**config.mk**
```make
export PLATFORM = sky130hd
export DESIGN_NAME = rom_stream_reader
export DESIGN_NICKNAME = d
export VERILOG_FILES = /design/src/rtl/rom_stream_reader.sv
export SDC_FILE = /design/constraint.sdc
export NUM_CORES = 1
export LEC_CHECK = 0
export CAP_MARGIN = 20
export CORE_AREA = 2 2 58 60
export CTS_CLUSTER_DIAMETER = 30
export CTS_CLUSTER_SIZE = 28
export DETAILED_ROUTE_END_ITERATION = 7
export DIE_AREA = 0 0 60 62
export PLACE_DENSITY = 0.75
export REMOVE_ABC_BUFFERS = 1
export SYNTH_ARGS = -nofsm -noshare
export SYNTH_HDL_FRONTEND = slang
export SYNTH_SLANG_ARGS = --single-unit
```
**constraint.sdc**
```tcl
create_clock -name clk -period 2.8 [get_ports clk]
set_input_delay 0.56 -clock clk [delete_from_list [all_inputs] [get_ports clk]]
set_output_delay 0.56 -clock clk [all_outputs]
set_load 0.02 [all_outputs]
```
**src/rtl/rom_stream_reader.sv**
```systemverilog
// Streams a run of consecutive words from a single-port, one-cycle-latency ROM
// onto a valid/ready interface through a 2-entry buffer sized for that latency.
//
// state | meaning
// IDLE  | waiting for start; count=0 commands only pulse done
// READ  | issuing ROM reads while the buffer has room
// DRAIN | last read issued; waiting for buffer and in-flight read to empty
module rom_stream_reader #(
    parameter int ADDR_W = 3,
    parameter int DATA_W = 4
) (
    input  logic              clk,
    input  logic              rst,
    input  logic              start,
    input  logic [ADDR_W-1:0] start_addr,
    input  logic [ADDR_W:0]   count,
    output logic              rom_en,
    output logic [ADDR_W-1:0] rom_addr,
    input  logic [DATA_W-1:0] rom_data,
    output logic              out_valid,
    input  logic              out_ready,
    output logic [DATA_W-1:0] out_data,
    output logic              out_last,
    output logic              busy,
    output logic              done
);

    typedef enum logic [1:0] {IDLE, READ, DRAIN} state_t;

    state_t            state;
    logic [ADDR_W-1:0] next_addr;
    logic [ADDR_W-1:0] last_addr;
    logic [ADDR_W:0]   remaining;
    logic              pending;
    logic              pend_last;
    logic [DATA_W-1:0] mem_data [2];
    logic              mem_last [2];
    logic              wr_ptr;
    logic              rd_ptr;
    logic [1:0]        fcnt;
    logic [2:0]        inflight;
    logic              pop;
    logic              issue;

    assign inflight  = {1'b0, fcnt} + {2'b00, pending};
    assign out_valid = (fcnt != 2'd0);
    assign pop       = out_valid & out_ready;

    // A read may be issued into a full pipeline only if a word leaves this cycle.
    assign issue = (state == READ) && (remaining != '0) &&
                   ((inflight < 3'd2) || ((inflight == 3'd2) && pop));

    assign rom_en   = issue;
    assign rom_addr = issue ? next_addr : last_addr;
    assign out_data = mem_data[rd_ptr];
    assign out_last = out_valid & mem_last[rd_ptr];
    assign busy     = (state != IDLE);

    always_ff @(posedge clk) begin
        if (rst) begin
            state     <= IDLE;
            next_addr <= '0;
            last_addr <= '0;
            remaining <= '0;
            pending   <= 1'b0;
            pend_last <= 1'b0;
            wr_ptr    <= 1'b0;
            rd_ptr    <= 1'b0;
            fcnt      <= 2'd0;
            done      <= 1'b0;
            for (int i = 0; i < 2; i++) begin
                mem_data[i] <= '0;
                mem_last[i] <= 1'b0;
            end
        end else begin
            done    <= 1'b0;
            pending <= issue;

            if (issue) begin
                pend_last <= (remaining == (ADDR_W+1)'(1));
                last_addr <= next_addr;
                next_addr <= next_addr + 1'b1;
                remaining <= remaining - 1'b1;
            end

            if (pending) begin
                mem_data[wr_ptr] <= rom_data;
                mem_last[wr_ptr] <= pend_last;
                wr_ptr           <= ~wr_ptr;
            end

            if (pop) begin
                rd_ptr <= ~rd_ptr;
            end

            case ({pending, pop})
                2'b10:   fcnt <= fcnt + 2'd1;
                2'b01:   fcnt <= fcnt - 2'd1;
                default: fcnt <= fcnt;
            endcase

            case (state)
                IDLE: begin
                    if (start) begin
                        if (count != '0) begin
                            next_addr <= start_addr;
                            remaining <= count;
                            state     <= READ;
                        end else begin
                            done <= 1'b1;
                        end
                    end
                end
                READ: begin
                    if (issue && (remaining == (ADDR_W+1)'(1))) begin
                        state <= DRAIN;
                    end
                end
                DRAIN: begin
                    // Leave on the edge that empties the buffer so done lands right after the last pop.
                    if (!pending && ((fcnt == 2'd0) || ((fcnt == 2'd1) && pop))) begin
                        state <= IDLE;
                        done  <= 1'b1;
                    end
                end
                default: state <= IDLE;
            endcase
        end
    end

endmodule

```
; After elaboration in Yosys (flattened, before gate mapping)
; Memories as Yosys holds them, arrays and structs flattened. A register that Yosys moved wholly into a read port is not among the register bits.
; Cells that the tools add are included.
; Widths: inputs -> output; s select.
[classes]
n_bitwise = 4
shift = 0
muxes = 34
add_sub_neg = 5
n_lt_le_gt_ge = 1
multipliers = 0
eq_ne = 11
n_reduce_logical = 19
div_mod_pow = 0
[op_table]
columns = op, n
row1 = $mux 4, 5
row2 = $mux 1, 17
row3 = $mux 3, 5
row4 = $mux 2, 4
row5 = $reduce_bool 4->1, 2
row6 = $eq 2x1->1 const B, 3
row7 = $logic_and 1x1->1, 6
row8 = $ne 2x2->1 const B, 3
row9 = $pmux 2 s3, 1
row10 = $reduce_bool 2->1, 3
row11 = $eq 2x2->1 const B, 2
row12 = $eq 4x1->1 const B, 1
row13 = $logic_not 2->1, 2
row14 = $pmux 2 s2, 1
row15 = $reduce_and 4->1, 1
row16 = $reduce_or 4->1, 1
row17 = $sub 4x1->4 const B, 1
row18 = $add 2x1->3, 1
row19 = $add 3x1->3 const B, 1
row20 = $eq 3x2->1 const B, 1
row21 = $lt 3x2->1 const B, 1
row22 = $add 2x1->2 const B, 1
row23 = $and 1x1->1, 2
row24 = $logic_or 1x1->1, 2
row25 = 6 further kinds, 7
[totals]
reg_bits = 19
latchBits = 0
mem_bits_ro = 0
ramBits = 10
out_inout_bits = 12
mem_count = 2
in_bits = 15
[memory_table]
columns = memory, depth, width, rd, rd_clocked_by_memory_dff, write_ports, line_no
row1 = mem_data, 2, 4, 1, 1, 2, 36  ; logic [DATA_W-1:0] mem_data [2];
row2 = mem_last, 2, 1, 1, 1, 2, 37  ; logic mem_last [2];

; Depth between registers and ports, before layout
[logic_depth]
depth_word = 9
mapped_depth = 8
mapped_depth_nobuf = 7

; Worst setup path after synthesis
; No wires, ideal clock.
[synth_path]
kind = reg-to-output
start = reg fcnt[0]
end = out rom_en
path_buffers = 1
arrival_ns = 1.762
slack_ns = 0.478
stages_incl_launch_ff = 8
path_cell_list = dfxtp_1 > ha_1 > inv_1 > ha_1 > nand4bb_1 > o31a_1 > buf_2 > nor2_1
[synth_between]
elab_chain_len = 5
[synth_rtl]
columns = element, line_no
row1 = start: declaration, 40  ; logic [1:0] fcnt;
row2 = start signal: assignment, 97  ; 2'b10: fcnt <= fcnt + 2'd1;
row3 = start signal: assignment, 98  ; 2'b01: fcnt <= fcnt - 2'd1;
row4 = start signal: assignment, 99  ; default: fcnt <= fcnt;
row5 = branches (longest 3 deep; another with $add 2x1->3), --
row6 = $logic_or 1x1->1 *, 51  ; ((inflight < 3'd2) || ((inflight == 3'd2) && pop));
row7 = $logic_and 1x1->1 *, 50  ; assign issue = (state == READ) && (remaining != '0) &&
row8 = end: declaration, 17  ; output logic rom_en,
; Every way passes the cells marked *.

; Worst setup path after layout
[layout_path]
start = reg pending
end = out rom_addr[2]
[layout_between]
elab_chain_len = 6
[layout_rtl]
columns = element, line_no
row1 = start: declaration, 34  ; logic pending;
row2 = start signal: assignment, 77  ; pending <= issue;
row3 = $add 2x1->3 *, 45  ; assign inflight = {1'b0, fcnt} + {2'b00, pending};
row4 = branches (longest 2 deep; another with $lt 3x2->1), --
row5 = $logic_or 1x1->1 *, 51
row6 = $logic_and 1x1->1 *, 50
row7 = $mux 3 *, --
row8 = end: declaration, 18  ; output logic [ADDR_W-1:0] rom_addr,
; Marked as above.

==> summary.md <==
| Metric | Value |
|---|---|
| # IOs | 27 |
| Synth cell types | 37 |
| Clk slew on worst S/H paths | approximately 0.11 ns |
| Mapped Avg Cell Area | 9.77 µm² |
| Post-Synth Simple-Gate Area | approximately a quarter |
| Post-synthesis mux area share | 3.64% |
| Num CTS Buffers | 5 |
| Core area | 0.00318 mm² |
| Overall power | 1.46 mW |
| HP Start | last_addr[0]$_SDFF_PP0_ |
| Leak | approximately 0.8 nW |
| Vias in the first global route | ~1200 |
| Post-synthesis cell area | about 0.0015 mm² |
| Hold_ws | between 0.4 and 0.5 ns |
| Compound-gate portion of the synthesized area | between 10% and 20% |
| Clock Root Buffer | clkbuf_4 |
| Combinational family with the most area after synthesis | simple AND/OR/NAND/NOR gates |
| Worst-path fanout max | 4 |
| WS Path Type | flop to primary output |
| CTS Hold Bufs | 0 |
| Finished Core Util | between 60% and 70% |
| Post-Place Setup Slack | -0.210 ns |
| Final Max Slew Viols | 0 |
| Worst-margin pin slew | between 0.5 and 0.6 ns |
| Htree depth | 2 |
| DP HPWL | between 2000 and 2500 µm |
| Reg2reg end | state[0]$_SDFFE_PP0P_ |
| GPL Wtd Cong | approximately 0.82 |
| Synthesized flop and latch total | 30 |
| Routed Antenna Nets | 0 |
| Std cell rows | 21 |
| WL/cell | approximately 13 µm |
| Flop2flop setup slack | ~0.57 ns |
| Clk_lat worst skew | about 0.34 ns |
| Yosys warning count | 0 |
| Layout overhead on the synthesized area | 34.5% |
| Finished Layout Cells | approximately 250 |
| Commonest non-fill, non-tap cell in the layout | clkdlybuf4s50_1 |
| Post-Route WL | approximately 3200 µm |
| Final period util | between 90% and 100% |
| Total grt overflow | 0 |
| Worst-case vdd ir drop | ~0.35 mV |
| F_max | approximately 0.37 GHz |
| Mapped Cells | between 150 and 200 |
| Nets | approximately 220 |
| CTS tree | done |
| DR DRC count | 0 |
| Layout cells sized above 1 | between 20% and 30% |
| Register area share after synthesis | a little under half |
| Power per cell area | 718 mW/mm² |
| Ys async rst share | 0% |
| DRT iter0 DRCs | 34 |
| Crit. End Element | primary output |
| Fin worst setup slack | roughly 0.11 ns |
| Die Footprint | 0.00372 mm² |
| Clock buffer depth | 2 |
| Fin Setup TNS | 0 ns |
| Synth Area in Adders | under 10% |
| Hold endpoint | last_addr[0]$_SDFF_PP0_ |
| CP startpoint kind | flop |
| Setup Skew | roughly 0.016 ns |
| Design area | around 0.0020 mm² |
| Number of diodes | 0 |
| Top_reg_cell synth | dfxtp_1 |
| Post-synth EDFFs | 10 |
| Arr. time, crit path | ~2.1 ns |
| Final hold viol count | 0 |
| Total number of vias | about 1300 |
| Pin count of the biggest net entering global routing | 13 |
| Slew headroom | a little under two thirds |
| Hold depth | 2 |
| Global router's overall resource usage | roughly 20% |
| Synth Area in XOR/XNOR | approximately 2.3% |
| WP data required | about 2.2 ns |
| CTS sink cnt | 30 |
| Max_cap viols | 0 |
| Yosys top cell by area | dfxtp_1 |
| Most frequent cells in the layout | clkdlybuf4s50_1, dfxtp_1, buf_4, nand2_1, and2_1 |
| Synth top area cells | dfxtp_1, edfxtp_1, ha_1 |
| Status | finished, final reports clean |
| Width of the die | roughly 60 µm |
| Final Critical Period | around 2.7 ns |
| Final setup viols | 0 |
| DR pass1 iterations | 4 |
| Initial antenna violation count | 0 |
| Placed cells | 233 |
| Hold Crit Class | flop to flop |
| Top cell type's share of synthesized area | between 20% and 30% |
| Die height | just over 60 µm |
| Number of port buffers | 26 |
| Starting Density | between 40% and 50% |
| DR vias/cell | a little over 5 |
| Placed Area | roughly 0.0019 mm² |
| Global-route wire length before repair | roughly 5400 µm |
| R2R depth | 10 |
| Critical R2R Launch | pending$_SDFF_PP0_ |
-- cells by family after synthesis --
family                   Yosys count
AO/OA/AOI/OAI                     26
XOR/XNOR                           4
adder cells (fa/ha/maj)            9
buffers and inverters             13
flip-flops                        30
multiplexers                       5
AND/OR/NAND/NOR                   68
-- report_power, final --
group	switching, mW	internal, mW
Combinational	0.274	0.268
Clock	0.153	0.213
Sequential	0.0492	0.506
Total	0.476	0.986
-- cells in the mapped netlist, types with 2 or more instances --
cell type	instances
a21o_1	2
a21oi_1	8
and2_1	11
buf_2	2
clkbuf_1	3
dfxtp_1	20
edfxtp_1	10
ha_1	9
inv_1	8
mux2_2	4
nand2_1	14
nand3_1	6
nand4_1	4
nor2_1	10
nor2b_1	2
nor3_1	5
nor3b_1	3
o211ai_1	6
o21ai_0	5
or2_2	2
or3b_2	2
or4_1	2
xnor2_1	2
xor2_1	2
-- area by class of cell --
type	instances	area (µm²)
Clock buffer	7	55.1
Tap cell	46	57.6
Inverter	8	30.0
Multi-Input combinational cell	112	797
Fill cell	278	1140
Clock inverter	1	30.0
Timing Repair Buffer	42	363
Sequential cell	30	703
-- worst max-delay path, cell delays in order, from the launching register on --
cell       delay [ns]
dfxtp_2          0.37
ha_4             0.14
inv_1            0.04
ha_1             0.26
nand4bb_1        0.14
buf_4            0.17
o31ai_4          0.31
nand3_2          0.13
nand2_1          0.07
buf_2            0.16
-- sequential cells by signal (all words and copies together) (netlist names), named ones only --
name / cells
mem_data: 8
rd_ptr: 1
fcnt: 2
last_addr: 3
remaining: 4
next_addr: 3
pending: 1
done: 1
state: 2
wr_ptr: 1
pend_last: 1
mem_last: 2
-- what timing repair did --
action	CTS	global route
gates resized for setup	22	6
pin swaps	1	4
buffers inserted	3	2
cloned	0	0
setup endpoints to repair	4	4
-- worst max-delay path by stage --
stage               slack (ns)     endpoint            startpoint
floorplan                 0.49  rom_addr[0]  fcnt[0]$_SDFFE_PP0P_
global route             -0.03  rom_addr[2]    pending$_SDFF_PP0_
global placement         -0.19  rom_addr[1]             out_ready
CTS                     -0.003  rom_addr[1]  fcnt[0]$_SDFFE_PP0P_
finish                    0.11  rom_addr[2]    pending$_SDFF_PP0_
detailed placement       -0.21  rom_addr[1]             out_ready
-- metal layers --
metal  global-route usage, %  vias up  part of all wire, %  wire length [µm]
li1                        -      640                    -                 -
met1                    21.2      604                   41              1310
met2                    36.3       29                   54              1740
met3                    6.21        6                  3.8               121
met4                    6.98        0                  1.7                55
met5                       0        -                    0                 0
Note: power is estimated with default switching activity, not from simulation.
